`config.mk`:
```
export PLATFORM = sky130hd
export DESIGN_NAME = booth_mult_seq
export DESIGN_NICKNAME = d
export VERILOG_FILES = /design/src/rtl/booth_mult_seq.sv
export SDC_FILE = /design/constraint.sdc
export NUM_CORES = 1
export LEC_CHECK = 0
export ABC_AREA = 0
export CORE_ASPECT_RATIO = 1.25
export CORE_MARGIN = 2
export CORE_UTILIZATION = 60
export DETAILED_ROUTE_END_ITERATION = 8
export GPL_TIMING_DRIVEN = 0
export PLACE_DENSITY = 0.86
export SYNTH_ARGS = -nofsm -noshare
export SYNTH_HDL_FRONTEND = slang
export SYNTH_SLANG_ARGS = --single-unit
export TNS_END_PERCENT = 100
```
`constraint.sdc`:
```
create_clock -name clock -period 13.1 [get_ports clock]
set_input_delay 3.93 -clock clock [delete_from_list [all_inputs] [get_ports clock]]
set_output_delay 3.93 -clock clock [all_outputs]
set_load 0.05 [all_outputs]
```
`src/rtl/booth_mult_seq.sv`:
```
// rtl/booth_mult_seq.sv - sequential radix-4 Booth signed multiplier with CLA accumulator
module booth_cla_group #(
    parameter int GW = 4
) (
    input  logic [GW-1:0] a,
    input  logic [GW-1:0] b,
    input  logic          cin,
    output logic [GW-1:0] s,
    output logic          cout
);
    logic [GW-1:0] g;
    logic [GW-1:0] p;
    logic [GW:0]   c;
    logic          prop;

    // Every carry is a flat sum-of-products of generates, propagates and cin.
    always_comb begin
        g    = a & b;
        p    = a ^ b;
        c    = '0;
        prop = 1'b1;
        c[0] = cin;
        for (int i = 1; i <= GW; i++) begin
            prop = 1'b1;
            for (int k = 0; k < i; k++) begin
                prop = prop & p[k];
            end
            c[i] = cin & prop;
            for (int j = 0; j < i; j++) begin
                prop = 1'b1;
                for (int k = j + 1; k < i; k++) begin
                    prop = prop & p[k];
                end
                c[i] = c[i] | (g[j] & prop);
            end
        end
    end

    assign s    = p ^ c[GW-1:0];
    assign cout = c[GW];
endmodule

module booth_cla_add #(
    parameter int N = 34
) (
    input  logic [N-1:0] a,
    input  logic [N-1:0] b,
    input  logic         cin,
    output logic [N-1:0] s,
    output logic         cout
);
    localparam int NG = (N + 3) / 4;

    logic [NG:0] gc;

    assign gc[0] = cin;
    assign cout  = gc[NG];

    for (genvar k = 0; k < NG; k++) begin : g_grp
        localparam int LO = 4 * k;
        localparam int GW = (k == NG - 1) ? (N - 4 * (NG - 1)) : 4;
        booth_cla_group #(.GW(GW)) u_grp (
            .a    (a[LO+GW-1:LO]),
            .b    (b[LO+GW-1:LO]),
            .cin  (gc[k]),
            .s    (s[LO+GW-1:LO]),
            .cout (gc[k+1])
        );
    end
endmodule

module booth_mult_seq #(
    parameter int WIDTH = 32
) (
    input  logic             clock,
    input  logic             reset_n,
    input  logic             ctrl_mult,
    input  logic [WIDTH-1:0] data_operandA,
    input  logic [WIDTH-1:0] data_operandB,
    output logic [WIDTH-1:0] data_result,
    output logic             data_exception,
    output logic             data_resultRDY,
    output logic             busy
);
    localparam int ITER = WIDTH / 2;
    localparam int AW   = WIDTH + 2;
    localparam int PW   = 2 * WIDTH + 3;
    localparam int CW   = (ITER > 1) ? $clog2(ITER) : 1;

    typedef enum logic [1:0] {
        IDLE = 2'd0,
        RUN  = 2'd1,
        DONE = 2'd2
    } state_t;

    state_t           state_q, state_d;
    logic [CW-1:0]    counter_q, counter_d;
    logic [PW-1:0]    p_q, p_d;
    logic [AW-1:0]    m_q, m_d;
    logic [WIDTH-1:0] result_q, result_d;
    logic             exception_q, exception_d;

    logic [AW-1:0]    acc;
    logic [AW-1:0]    addend;
    logic             add_cin;
    logic [AW-1:0]    sum;
    logic             add_cout_unused;
    logic [PW-1:0]    p_shift;
    logic [WIDTH:0]   prod_hi;
    logic             accept;

    assign acc = p_q[PW-1:WIDTH+1];

    // Recode {Q[1], Q[0], q_-1}; subtraction is one's complement plus carry-in.
    always_comb begin
        addend  = '0;
        add_cin = 1'b0;
        unique case (p_q[2:0])
            3'b001, 3'b010: addend = m_q;
            3'b011:         addend = {m_q[AW-2:0], 1'b0};
            3'b100: begin
                addend  = ~{m_q[AW-2:0], 1'b0};
                add_cin = 1'b1;
            end
            3'b101, 3'b110: begin
                addend  = ~m_q;
                add_cin = 1'b1;
            end
            default:        addend = '0;
        endcase
    end

    booth_cla_add #(.N(AW)) u_add (
        .a    (acc),
        .b    (addend),
        .cin  (add_cin),
        .s    (sum),
        .cout (add_cout_unused)
    );

    assign p_shift = {sum[AW-1], sum[AW-1], sum, p_q[WIDTH:2]};
    assign prod_hi = p_shift[2*WIDTH:WIDTH];

    always_comb begin
        state_d     = state_q;
        counter_d   = counter_q;
        p_d         = p_q;
        m_d         = m_q;
        result_d    = result_q;
        exception_d = exception_q;
        accept      = 1'b0;

        unique case (state_q)
            IDLE: accept = ctrl_mult;
            RUN: begin
                p_d = p_shift;
                if (counter_q == CW'(ITER - 1)) begin
                    state_d     = DONE;
                    counter_d   = '0;
                    result_d    = p_shift[WIDTH:1];
                    exception_d = ~((&prod_hi) | ~(|prod_hi));
                end else begin
                    counter_d = counter_q + 1'b1;
                end
            end
            DONE: begin
                accept  = ctrl_mult;
                state_d = IDLE;
            end
            default: state_d = IDLE;
        endcase

        if (accept) begin
            state_d   = RUN;
            counter_d = '0;
            m_d       = {{2{data_operandA[WIDTH-1]}}, data_operandA};
            p_d       = {{AW{1'b0}}, data_operandB, 1'b0};
        end
    end

    always_ff @(posedge clock) begin
        if (!reset_n) begin
            state_q     <= IDLE;
            counter_q   <= '0;
            p_q         <= '0;
            m_q         <= '0;
            result_q    <= '0;
            exception_q <= 1'b0;
        end else begin
            state_q     <= state_d;
            counter_q   <= counter_d;
            p_q         <= p_d;
            m_q         <= m_d;
            result_q    <= result_d;
            exception_q <= exception_d;
        end
    end

    assign data_result    = result_q;
    assign data_exception = exception_q;
    assign data_resultRDY = (state_q == DONE);
    assign busy           = (state_q == RUN);
endmodule

```
==> impl_metrics.py <==
metrics = {
    "worst_setup_path": {
        "crit_type": "register to register",
        "required_ns": 13.41,
        "worstPathMaxFanout": 10,
        "endpoint_kind": "register",
        "critical_path_buf_inv_count": 2,
        "cp-start-kind": "register",
        "slowest_stage": "buf_1",
        "critPathMaxStageDelay_ns": 0.72,
        "path_delay_family": "compound AO/OA/AOI/OAI gates",
        "cp.arrival_ns": 7.21,
    },
    "drt": {
        "ant_nets": 0,
        "vias_per_cell": 6.05,
        "routed_wl_um": 22000,
        "via_count": 7527,
        "drt_pass1_iterations": 5,
        "routedWlPerCell_um": 17.7,
        "drt_iter0_markers": 509,
        "drcViolationCount": 0,
    },
    "timing": {
        "period_needed_ns": 6.90,
        "drv_slew": 0,
        "whs_ns": 0.460,
        "fmax_mhz": 145,
        "relSlewSlack_pct": 42.4,
        "fin_skew_ns": 0.00974,
        "tightest_slew_ns": 0.864,
        "grt_setup_unrepaired": "no",
        "fin_crit_sh_pct": 52.7,
        "tns_ns": 0,
        "setup_viol": 0,
        "finalHoldViolations": 0,
    },
    "cts": {
        "cts_tree": "built",
        "insertion_delay_ns": 0.43,
        "path_clk_slew_ns": 0.07,
        "cts_resized": 0,
        "clk_path_buf_depth": 2,
        "post-cts-setup-buffer-count": 0,
        "root_buffer": "clkbuf_16",
        "h-tree-depth": 4,
        "numCtsBuffers": 17,
        "cts_hold_buf": 0,
        "cts.sinks": 136,
    },
    "synthesis": {
        "synth_top_area_share_pct": 35.4,
        "synth_area_um2": 7700,
        "syn_inst": 944,
        "synth_seq_area_share_pct": 35.4,
        "ys.flop_type": "dfxtp_1",
        "syn-num-nets": 1054,
        "synth_top_area_cell": "dfxtp_1",
        "synth_edf_count": 0,
        "ys_ff_latch": 136,
        "synth_cell_types": 61,
        "yosysWarningCount": 0,
        "avgSynthCellArea_um2": 8.15,
        "ys_async_sr_fraction_pct": 0,
        "synth.area.top_cells": "dfxtp_1, nand2_1, a21boi_0, a22oi_1, ha_1",
    },
    "pwr": {
        "p_int_uw": 760,
        "combinationalPowerShare_pct": 16.8,
        "power_uw": 1100,
        "powerDensity_nw_per_um2": 116,
        "p_seq_share_pct": 40.5,
        "leakage_uw": 0.00361,
        "swShare_pct": 31.2,
        "vdd_ir_drop_max_v": 0.0000973,
        "power_switching_uw": 345,
        "clkPwrFrac_pct": 42.7,
    },
    "finish": {
        "synthToLayoutAreaGrowth_pct": 23.4,
        "multi_input_area_um2": 4660,
        "layout_commonest_cell": "nand2_1",
        "antenna_cells": 0,
        "layout_common_cells": "nand2_1, dfxtp_1, clkdlybuf4s50_1",
        "stdcell_count": 1245,
        "drive_above_1_share_pct": 5.20,
        "utilization_pct": 75.4,
        "seqCellArea_um2": 2720,
        "final_nets": 1174,
        "n_fill_cell": 918,
    },
    "job": {
        "cap_violations": 0,
    },
    "die": {
        "initial_core_util_pct": 61.1,
        "dieArea_um2": 13800,
        "chipWidth_um": 105,
        "die_height_um": 131,
        "io_pins": 102,
        "rows": 46,
        "core_region_area_um2": 12600,
    },
    "global_routing": {
        "grt_pass1_vias": 7252,
        "grt_first_pass_wirelength_um": 34600,
        "grt_overflow": 0,
        "grt_use_total_pct": 31.8,
        "antenna_found_initial": 0,
        "grt_max_degree": 17,
    },
    "place": {
        "place_congestion": 0.950,
        "dpl.hpwl_um": 15600,
        "dp.cells": 1213,
        "portBuffers": 101,
    },
    "run_status": {
        "outcome": "finished clean",
    },
    "min_path": {
        "min_path_type": "register to register",
    },
}
-- power by group through the flow --
stage	Sequential (µW)	Clock [µW]	Combinational [µW]
2_1_floorplan	451	0	119
3_3_place_gp	456	0	174
3_5_place_dp	456	0	178
4_1_cts	447	472	182
5_1_grt	450	490	202
6_report	448	471	186
-- cell families after synthesis --
group	Yosys count	synth area share [%]
buffers and inverters	79	4.05
adders and majority gates	43	7.96
and+or+nand+nor	330	18.3
xor gates and xnor gates	52	5.92
DFF	136	35.4
AOI/OAI and AO/OA	304	28.4
-- cell type report --
type / instances / area share, %
well taps: 168 / 2.21
repair buffers: 101 / 10.6
flip-flops and latches: 136 / 28.7
multi-input cells: 729 / 49.1
clock inverters: 15 / 1.63
plain buffers: 63 / 2.65
clock buffers: 17 / 4.48
inverters: 16 / 0.632
-- worst paths after layout --
check | startpoint | endpoint | slack (ns) | cells past startpoint
setup reg to reg | p_q[2] | data_exception | 6.20 | 27
hold / removal | p_q[50] | p_q[50] | 0.46 | 2
setup / recovery | p_q[2] | data_exception | 6.20 | 27
hold reg to reg | p_q[50] | p_q[50] | 0.46 | 2
-- flip-flops by register name, indices dropped and copies added, names as in the netlist --
register and flops:
p_q 65, data_result 32, m_q 32, counter_q 4
state_q 2, data_exception 1
-- through the flow --
stage,worst slack (ns),instance area (µm²)
after floorplan,7.65,7700
after global placement,6.45,8920
after detailed placement,6.47,8920
after CTS,6.33,9500
after global routing,5.65,9500
final,6.20,9500
-- per-layer routing --
layer,wire [µm],track usage (%)
met2,10800,56.2
met1,8190,34.1
met3,1690,7.89
met4,1320,20.7
met5,0,0
-- tightest hold or removal path, cell delays in order, from the launching register on --
cell     delay, ns
dfxtp_1       0.31
nand2_1       0.05
a21oi_1       0.05
-- cells in the mapped netlist (10+ instances only) --
master,count
a211oi_1,11
a21boi_0,94
a21oi_1,48
a22oi_1,62
clkbuf_1,52
dfxtp_1,136
fa_1,10
ha_1,33
inv_1,15
nand2_1,213
nor2_1,50
nor2b_1,10
nor3_1,10
o21ai_0,41
xnor2_1,12
xor2_1,40
Note: power is estimated with default switching activity, not from simulation.
